**src/rtl/access_lockout_ctrl.sv**
```systemverilog
// access_lockout_ctrl
// Gates password attempts. A good attempt opens a timed session. Too many
// consecutive bad attempts lock the block out for a fixed number of cycles.
// Every output is a register, so an accepted attempt shows up one cycle later.
//
// state   | meaning
// --------+-------------------------------------------------------------
// IDLE    | waiting for an attempt; attempt_ready=1
// GRANTED | session open; session timer counts down, logout ends it early
// LOCKED  | too many failures; lock_remaining counts down to 0
module access_lockout_ctrl #(
  parameter int MAX_FAILS      = 3,
  parameter int LOCK_CYCLES    = 1024,
  parameter int SESSION_CYCLES = 4096
) (
  input  logic        clk,
  input  logic        resetn,
  input  logic        attempt_valid,
  input  logic        grant_access,
  input  logic        logout,
  output logic        attempt_ready,
  output logic        unlocked,
  output logic        locked_out,
  output logic        attempt_done,
  output logic        attempt_pass,
  output logic [7:0]  fail_count,
  output logic [15:0] lock_remaining
);

  localparam logic [7:0]  MAX_FAILS_W    = 8'(MAX_FAILS);
  localparam logic [15:0] LOCK_CYCLES_W  = 16'(LOCK_CYCLES);
  localparam logic [15:0] SESSION_CYCLES_W = 16'(SESSION_CYCLES);

  typedef enum logic [1:0] {
    IDLE    = 2'd0,
    GRANTED = 2'd1,
    LOCKED  = 2'd2
  } state_t;

  state_t      state;
  logic [15:0] session_timer;

  // The timers hold the number of cycles still to spend in their state,
  // so the exit happens on the edge where the count would pass 1 -> 0.
  // That keeps unlocked/locked_out high for exactly the configured count
  // and makes a logout on the final cycle collapse into the same exit.
  // Main FSM with all outputs registered alongside the state.
  always_ff @(posedge clk or negedge resetn) begin
    if (!resetn) begin
      state          <= IDLE;
      session_timer  <= 16'd0;
      attempt_ready  <= 1'b1;
      unlocked       <= 1'b0;
      locked_out     <= 1'b0;
      attempt_done   <= 1'b0;
      attempt_pass   <= 1'b0;
      fail_count     <= 8'd0;
      lock_remaining <= 16'd0;
    end else begin
      attempt_done <= 1'b0;
      case (state)
        IDLE: begin
          if (attempt_valid) begin
            attempt_done <= 1'b1;
            attempt_pass <= grant_access;
            if (grant_access) begin
              state         <= GRANTED;
              fail_count    <= 8'd0;
              session_timer <= SESSION_CYCLES_W;
              unlocked      <= 1'b1;
              attempt_ready <= 1'b0;
            end else if (fail_count + 8'd1 >= MAX_FAILS_W) begin
              // >= rather than == so a corrupted count can never run past the limit
              state          <= LOCKED;
              fail_count     <= MAX_FAILS_W;
              lock_remaining <= LOCK_CYCLES_W;
              locked_out     <= 1'b1;
              attempt_ready  <= 1'b0;
            end else begin
              fail_count <= fail_count + 8'd1;
            end
          end
        end

        GRANTED: begin
          if (logout || session_timer <= 16'd1) begin
            state         <= IDLE;
            session_timer <= 16'd0;
            unlocked      <= 1'b0;
            attempt_ready <= 1'b1;
          end else begin
            session_timer <= session_timer - 16'd1;
          end
        end

        LOCKED: begin
          if (lock_remaining <= 16'd1) begin
            state          <= IDLE;
            lock_remaining <= 16'd0;
            fail_count     <= 8'd0;
            locked_out     <= 1'b0;
            attempt_ready  <= 1'b1;
          end else begin
            lock_remaining <= lock_remaining - 16'd1;
          end
        end

        default: begin
          state          <= IDLE;
          session_timer  <= 16'd0;
          unlocked       <= 1'b0;
          locked_out     <= 1'b0;
          lock_remaining <= 16'd0;
          fail_count     <= 8'd0;
          attempt_ready  <= 1'b1;
        end
      endcase
    end
  end

endmodule

```
**config.mk**
```make
export PLATFORM = sky130hd
export DESIGN_NAME = access_lockout_ctrl
export DESIGN_NICKNAME = d
export VERILOG_FILES = /design/src/rtl/access_lockout_ctrl.sv
export SDC_FILE = /design/constraint.sdc
export NUM_CORES = 1
export LEC_CHECK = 0
export ABC_AREA = 1
export CAP_MARGIN = 10
export CORE_UTILIZATION = 25
export DETAILED_ROUTE_END_ITERATION = 12
export SETUP_SLACK_MARGIN = 0.05
export SYNTH_ARGS = -nofsm -noshare
export SYNTH_HDL_FRONTEND = slang
export SYNTH_SLANG_ARGS = --single-unit
export TNS_END_PERCENT = 5
```
**constraint.sdc**
```tcl
create_clock -name clk -period 1.4 [get_ports clk]
set_clock_uncertainty 0.1 [all_clocks]
set_input_delay 0.28 -clock clk [delete_from_list [all_inputs] [get_ports clk]]
set_output_delay 0.28 -clock clk [all_outputs]
set_load 0.005 [all_outputs]
```
==> results.ini, run 1 <==
[status]
status = finished with violations
violations = setup timing

[logic_synthesis]
synthesis.nets = 404
netlist_instances = 393
yosys-top-cells-area = dfrtp_1, nand2_1, nor2_1, inv_1, nand3_1
synth_async_sr_flop_share = 1.00
synth_commonest_cells = nand2_1, nor2_1, dfrtp_1, inv_1, nand3_1
syn-mean-instance-area_um2 = 7.15
synthFlopType = dfrtp_1
synth_cell_types = 31
yosysSeqAreaShare = 0.419
synth.cell_area_um2 = 2810
synth_top_area_share = 0.410
ys_ff_latch = 47
synth_most_common_cell = nand2_1
yosys_warnings = 0
synth_enable_flop_cells = 0
yosysTopAreaCell = dfrtp_1

[pwr]
pwr_density_cell_nw_per_um2 = 2190
leakage_nw = 2.45
irDropWorstVdd_uv = 1040

[setup_path]
path_cells = buf_6 > ha_4 > o21bai_4 > nor2_4 > nand4_1 > nand2_2 > clkbuf_16 > nand2_1 > nand2_1
cpMostUsedCell = nand2_1
worst_ep_required_time_ns = 1.50
criticalPathCategory = reg2reg
cp.arrival_ns = 1.81
cp-end-kind = register
critPathMaxStageDelay_ns = 0.43
crit_slowest_cell = dfrtp_1
cp-start-kind = register
crit_fanout = 8

[clock_tree]
cts_sinks = 47
cts_root_buf = clkbuf_8
cts_buffers = 5
cts_tree = yes
htree_levels = 2
clock_path_buffers = 2
path_clk_slew_ns = 0.09
clk-insertion-delay-late_ns = 0.31

[placement]
dpl.cell_count = 652
place_congestion = 0.854
io_buffers = 33
dp_hpwl_um = 5370

[floorplan]
rows = 38
io_pins = 34
dieArea_um2 = 11700
core-area_um2 = 10900
start_util = 0.258
fp.dieH_um = 108
die_x_um = 108

[grt]
grt_overflow_total = 0
antenna_found_initial = 0
grt_max_degree = 48
track_usage = 0.144
grt_pass1_wl_um = 13500
grt_pass1_vias = 2998

[route]
drc = 0
via_per_inst = 4.39
wirelength_um = 7840
first_iter_violations = 85
drt-wirelength-per-cell_um = 11.3
vias = 3035
dr.pass1.iters = 4
drtAntennaViolNets = 0

[final_layout]
layout.cells.non_filler = 691
nets = 561
area_delta_synth_final_pct = 62.6
final_util = 0.420
num_antenna_cells = 0
regArea_um2 = 1180
layout-drive-gt1-share = 0.399
multi_input_area_um2 = 1630
fillers = 1077

[sta]
max_slew_margin = 0.743
worstMarginPinSlew_ns = 0.384
worst_slack_ns = -0.312
slew_violations = 0
setup_viol_count_final = 49
fin_crit_ns = 1.71
whs_ns = 0.376
fmax_mhz = 584
min_period_over_period = 1.22
hold_violations = 0
rsz0062_at_grt = yes

[hold_path]
min_path_type = in2async

[flow_run]
drv_cap = 0

registers in the layout, indices dropped and copies added (netlist names):
register,cells
lock_remaining,16
session_timer,16
fail_count,8
state,2
attempt_done,1
attempt_pass,1
attempt_ready,1
locked_out,1
unlocked,1
what timing repair did:
action,4_1_cts,5_1_grt
pin swaps,8,7
buffers inserted,26,3
gates resized for setup,105,74
endpoints found under the setup margin,75,73
hold endpoints to repair,46,0
cloned,1,1
hold buffers,1,0
cell type report:
cell class                      count  area share
Clock buffer                        7      0.0167
Clock inverter                      1     0.00110
Inverter                           50      0.0433
Multi-Input combinational cell    293       0.358
Sequential cell                    47       0.258
Tap cell                          140      0.0383
Timing Repair Buffer              153       0.285
worst paths after layout:
| kind | start | to | slack, ns | cells past startpoint |
|---|---|---|---|---|
| max reg2reg | fail_count[0] | lock_remaining[13] | -0.31 | 9 |
| min | resetn | lock_remaining[5] | 0.38 | 3 |
| min in group clk | unlocked | unlocked | 0.39 | 2 |
| max | fail_count[0] | lock_remaining[13] | -0.31 | 9 |
| max in group asynchronous | resetn | attempt_ready | 0.53 | 3 |
| min reg2reg | unlocked | unlocked | 0.39 | 2 |
kinds of logic after synthesis:
| logic type | share of synthesized area |
|---|---|
| AND/OR/NAND/NOR | 0.373 |
| buffers and inverters | 0.0815 |
| flip-flops | 0.419 |
| AO/OA/AOI/OAI | 0.0655 |
| XOR/XNOR | 0.0343 |
| adder cells (fa/ha/maj) | 0.0267 |
through the flow:
step                      total power (W)  setup slack [ns]  area, um^2  TNS, ns
after floorplan                   0.00523            -0.184        2810    -3.91
after global placement            0.00789            -0.412        3970   -13.63
after detailed placement          0.00797            -0.443        3970   -14.30
after CTS                         0.00937            -0.208        4350    -7.81
after global routing               0.0109            -0.392        4570   -14.13
final                             0.00999            -0.312        4570    -9.15
cell usage in the layout, fill, tap and decap left out, types with 2 or more instances in the layout:
cell / Yosys / layout
a21oi_1: 7 / 6
buf_12: 0 / 2
buf_2: 1 / 2
buf_4: 0 / 100
buf_6: 3 / 30
clkbuf_1: 0 / 2
clkbuf_2: 0 / 8
clkbuf_8: 0 / 5
clkdlybuf4s15_1: 0 / 4
clkdlybuf4s50_1: 0 / 3
dfrtp_1: 46 / 45
dlygate4sd2_1: 0 / 2
ha_2: 0 / 2
ha_4: 0 / 3
inv_1: 45 / 42
inv_2: 4 / 6
inv_6: 0 / 2
nand2_1: 120 / 113
nand2_2: 3 / 9
nand2_4: 1 / 3
nand3_1: 26 / 23
nand3_4: 0 / 2
nand4_1: 12 / 12
nor2_1: 70 / 48
nor2_2: 6 / 21
nor2_4: 0 / 7
nor3_2: 2 / 3
o21ai_0: 11 / 5
o21ai_1: 2 / 7
or2_2: 3 / 3
xnor2_1: 3 / 3
xor2_1: 8 / 8
power breakdown:
part / switching, W / total [W] / internal, W / leakage (nW)
clock network: 0.000486 / 0.000838 / 0.000352 / 0.0422
logic: 0.00352 / 0.00698 / 0.00346 / 1.78
registers: 0.000354 / 0.00217 / 0.00181 / 0.622
worst max-delay path, delay by kind of cell (launching register included):
kind / cells / cell delay [ns]
adders and majority gates: 1 / 0.16
buffers and inverters: 2 / 0.32
DFF: 1 / 0.43
and+or+nand+nor: 5 / 0.43
AOI/OAI and AO/OA: 1 / 0.15
metal layers:
metal,part of all wire,up-vias,global-route usage
li1,-,1548,-
met1,0.47,1426,0.196
met2,0.48,49,0.237
met3,0.030,12,0.0223
met4,0.013,0,0.0362
met5,0,-,0
No activity file was read; power rests on OpenSTA's default activity.
==> inputs of run 2 (changes only) <==
--- a/config.mk
+++ b/config.mk
@@ -5,7 +5,6 @@
 export SDC_FILE = /design/constraint.sdc
 export NUM_CORES = 1
 export LEC_CHECK = 0
-export ABC_AREA = 1
 export CAP_MARGIN = 10
 export CORE_UTILIZATION = 25
 export DETAILED_ROUTE_END_ITERATION = 12
==> results.ini, run 2 <==
[setup_path]
path_buf_inv = 0
critPathLaunch = session_timer[7]
cp_top_family = simple AND/OR/NAND/NOR gates
r2r_start = session_timer[7]
path_cells = or4_4 > or4_4 > nor4_4 > xnor2_1 > nor2_1
cp.arrival_ns = 2.25
crit_slowest_cell = or4_4
cp-start-kind = register
worst_ep_required_time_ns = 1.50
cp-end-kind = register
cpMostUsedCell = or4_4
criticalPathCategory = reg2reg
crit_fanout = 4
critPathMaxStageDelay_ns = 0.57
r2r_slack_ns = -0.75

[route]
first_iter_violations = 81
drt-wirelength-per-cell_um = 13.7
drc = 0
vias = 2503
dr.pass1.iters = 6
via_per_inst = 4.82
drtAntennaViolNets = 0
wirelength_um = 7130

[logic_synthesis]
yosys-top-cells-area = dfrtp_1, o21ai_0, nor2_1, ha_1, nor3_1
synth_most_common_cell = dfrtp_1
synth_commonest_cells = dfrtp_1, nor2_1, o21ai_0, nand2_1, nor3_1
synth_enable_flop_cells = 0
yosys_warnings = 0
yosysSeqAreaShare = 0.477
synth_async_sr_flop_share = 1.00
yosysTopAreaCell = dfrtp_1
synthFlopType = dfrtp_1
synth_cell_types = 47
synth_top_area_share = 0.467
syn-mean-instance-area_um2 = 9.45
netlist_instances = 261
ys_ff_latch = 47
synth.cell_area_um2 = 2470
synthesis.nets = 272

[final_layout]
regArea_um2 = 1180
layout_commonest_cell = buf_4
layout.cells.non_filler = 519
area_delta_synth_final_pct = 64.0
fillers = 896
multi_input_area_um2 = 1420
num_antenna_cells = 0
layout-drive-gt1-share = 0.438
largestRegisters = lock_remaining x16, session_timer x16, fail_count x8
final_cell_mix = buf_4, dfrtp_1, buf_6
nets = 400

[pwr]
pwr_density_cell_nw_per_um2 = 2220
irDropWorstVdd_uv = 731
leakage_nw = 1.95

[clock_tree]
clk-insertion-delay-late_ns = 0.31
cts_root_buf = clkbuf_8
htree_levels = 2
clock_path_buffers = 2
cts_tree = yes
cts_buffers = 5
cts_sinks = 47
path_clk_slew_ns = 0.10

[sta]
min_period_over_period = 1.54
fin_tns_setup_ns = -25.94
fin_crit_ns = 2.15
worst_slack_ns = -0.749
fmax_mhz = 465
worstMarginPinSlew_ns = 0.435
setup_viol_count_final = 48
slew_violations = 0
max_slew_margin = 0.709
rsz0062_at_grt = yes
hold_violations = 0

[grt]
grt_pass1_vias = 2569
antenna_found_initial = 0
track_usage = 0.150
grt_pass1_wl_um = 12200
grt_max_degree = 20
grt_overflow_total = 0

[flow_run]
drv_cap = 0

[hold_path]
min_path_type = in2async

[floorplan]
fp.dieH_um = 101
die_x_um = 101
dieArea_um2 = 10300
start_util = 0.262
rows = 35
core-area_um2 = 9420
io_pins = 34

[status]
status = finished with violations
violations = setup timing

[placement]
dp_hpwl_um = 5120
place_congestion = 0.813
dpl.cell_count = 505
io_buffers = 33

==> run 2: layout make-up <==
class                      instances  share of cell area
multi-input combinational        193               0.350
inverter                          13              0.0121
tap                              129              0.0399
clock buffer                       5              0.0170
clock inverter                     3             0.00495
timing repair buffer             129               0.285
sequential                        47               0.291
==> run 2: metrics by stage <==
stage,worst slack [ns],area [um^2],total power (W),util,hold WS (ns)
2_1_floorplan,-0.773,2520,0.00481,-,-0.116
3_3_place_gp,-0.923,3670,0.00726,0.390,0.122
3_5_place_dp,-1.03,3670,0.00732,0.390,0.119
4_1_cts,-0.769,3960,0.00866,0.420,0.332
5_1_grt,-0.828,4050,0.00970,0.430,0.355
6_report,-0.749,4050,0.00898,0.430,0.326
==> run 2: worst paths after layout <==
kind / to / depth (start not counted)
min in group clk: attempt_pass / 2
min reg2reg: attempt_pass / 2
min: session_timer[2] / 2
max: session_timer[15] / 5
max reg2reg: session_timer[15] / 5
max in group asynchronous: lock_remaining[10] / 3
==> run 2: per-layer routing <==
layer / up-vias / wire (um) / track usage / share of wire
met5: - / 0 / 0 / 0
met4: 0 / 147 / 0.0457 / 0.021
met3: 13 / 230 / 0.0276 / 0.032
met2: 46 / 3400 / 0.247 / 0.48
met1: 1219 / 3350 / 0.201 / 0.47
li1: 1225 / - / - / -
==> run 2: where the power goes <==
part | leakage (nW) | internal (W) | switching, W
clock | 0.0402 | 0.000348 | 0.000487
combinational | 1.29 | 0.00317 | 0.00285
sequential | 0.617 | 0.00178 | 0.000341
==> run 2: what timing repair did <==
item | CTS | global route
endpoints found under the setup margin | 75 | 70
resized for setup | 112 | 57
setup buffers | 3 | 2
gates cloned | 0 | 0
hold endpoints to repair | 10 | 0
pin swaps | 16 | 12
hold buffers | 1 | 0
==> run 2: logic make-up after synthesis <==
kind of cell / Yosys count / synth area share
buf+inv: 21 / 0.0335
flops: 47 / 0.477
simple gates: 103 / 0.228
compound gates: 78 / 0.209
mux: 1 / 0.00406
fa+ha+maj: 6 / 0.0304
xor+xnor: 5 / 0.0177
==> inputs of run 3 (changes only) <==
--- a/config.mk
+++ b/config.mk
@@ -8,6 +8,7 @@
 export CAP_MARGIN = 10
 export CORE_UTILIZATION = 25
 export DETAILED_ROUTE_END_ITERATION = 12
+export MAX_ROUTING_LAYER = met4
 export SETUP_SLACK_MARGIN = 0.05
 export SYNTH_ARGS = -nofsm -noshare
 export SYNTH_HDL_FRONTEND = slang
==> results.ini, run 3 (same netlist as run 2, synthesis figures left out) <==
[grt]
grt_pass1_vias = 2568
track_usage = 0.155
grt_max_degree = 20
busiest_layer = met2
met3_usage = 0.0262
grt_overflow_total = 0
grt_pass1_wl_um = 12200
use_met2 = 0.246
use_met1 = 0.203
antenna_found_initial = 0

[clock_tree]
cts_tree = yes
cts_buffers = 5
path_clk_slew_ns = 0.09
clk-insertion-delay-late_ns = 0.30
clock_path_buffers = 2
cts_root_buf = clkbuf_8
cts_sinks = 47
htree_levels = 2

[floorplan]
io_pins = 34
dieArea_um2 = 10300
core-area_um2 = 9420
rows = 35
die_x_um = 101
start_util = 0.262
fp.dieH_um = 101

[sta]
setup_viol_count_final = 48
min_period_over_period = 1.53
slew_violations = 0
rsz0062_at_grt = yes
hold_violations = 0
max_slew_margin = 0.728
fin_crit_ns = 2.15
worst_slack_ns = -0.748
fin_tns_setup_ns = -25.85
worstMarginPinSlew_ns = 0.406
fmax_mhz = 466

[route]
dr.pass1.iters = 4
drt-wirelength-per-cell_um = 13.8
drtAntennaViolNets = 0
vias = 2512
first_iter_violations = 93
via_per_inst = 4.84
wirelength_um = 7150
drc = 0

[setup_path]
crit_fanout = 4
path_cells = or4_4 > or4_4 > nor4_4 > xnor2_1 > nor2_1
crit_slowest_cell = or4_4
cpMostUsedCell = or4_4
cp-start-kind = register
criticalPathCategory = reg2reg
critPathMaxStageDelay_ns = 0.57
worst_ep_required_time_ns = 1.50
cp-end-kind = register
cp.arrival_ns = 2.25

[pwr]
leakage_nw = 1.95
total_power_w = 0.00903
pwr_density_cell_nw_per_um2 = 2220
irDropWorstVdd_uv = 754

[flow_run]
drv_cap = 0

[final_layout]
area_delta_synth_final_pct = 64.6
largestRegisters = lock_remaining x16, session_timer x16, fail_count x8
layout_commonest_cell = buf_4
num_antenna_cells = 0
nets = 400
final_cell_mix = buf_4, dfrtp_1, buf_6
layout-drive-gt1-share = 0.441

[status]
violations = setup timing
status = finished with violations

[placement]
place_congestion = 0.825
dp_hpwl_um = 5120
io_buffers = 33

[hold_path]
min_path_type = in2async

==> run 3: cell count changes in the layout (fill, tap and decap cells not counted), sizes merged <==
cell,previous run,this run
buf,111,112
clkbuf,13,12
==> run 3: stage by stage <==
stage	hold slack (ns)	setup WS, ns	std cells	area, um^2	util
3_3_place_gp	0.122	-0.923	505	3670	0.390
4_1_cts	0.332	-0.769	517	3960	0.420
6_report	0.326	-0.748	519	4060	0.431
5_1_grt	0.352	-0.828	519	4060	0.431
2_1_floorplan	-0.116	-0.773	261	2520	-
3_5_place_dp	0.119	-1.03	505	3670	0.390
==> run 3: metal layers <==
metal / vias to the layer above / wire, um
met5: - / 0
met3: 12 / 214
met1: 1232 / 3400
li1: 1223 / -
met4: 0 / 146
met2: 45 / 3380
==> run 3: final cells by class <==
cell class / count / area, um^2
clock buffer: 5 / 68.8
clock inverter: 3 / 20.0
fill: 897 / 5360
inverter: 13 / 48.8
multi-input combinational: 193 / 1430
sequential: 47 / 1180
tap: 129 / 161
timing repair buffer: 129 / 1150
==> run 3: final timing paths <==
| check | depth (start not counted) | slack (ns) | start | endpoint |
|---|---|---|---|---|
| setup / recovery | 5 | -0.75 | session_timer[7] | session_timer[15] |
| hold / removal | 2 | 0.33 | resetn | state[0] |
| setup reg to reg | 5 | -0.75 | session_timer[7] | session_timer[15] |
| hold reg to reg | 2 | 0.40 | attempt_pass | attempt_pass |
| max in group asynchronous | 3 | 0.45 | resetn | lock_remaining[10] |
| min in group clk | 2 | 0.40 | attempt_pass | attempt_pass |
==> run 3: power breakdown <==
group          total (W)  internal, W  switching (W)
registers        0.00212      0.00178       0.000338
clock network   0.000845     0.000349       0.000497
logic            0.00607      0.00320        0.00286
total            0.00903      0.00533        0.00370
==> run 3: critical path, delay by kind of cell (launching register included) <==
kind / cells / cell delay (ns)
flip-flops: 1 / 0.39
AND/OR/NAND/NOR: 4 / 1.40
XOR/XNOR: 1 / 0.15
==> run 3: repair_timing <==
| action | 4_1_cts | 5_1_grt |
|---|---|---|
| buffers inserted | 3 | 2 |
| resized for setup | 112 | 59 |
| hold buffers | 1 | 0 |
| setup endpoints to repair | 75 | 70 |
| pin swaps | 16 | 13 |
| endpoints found under the hold margin | 10 | 0 |
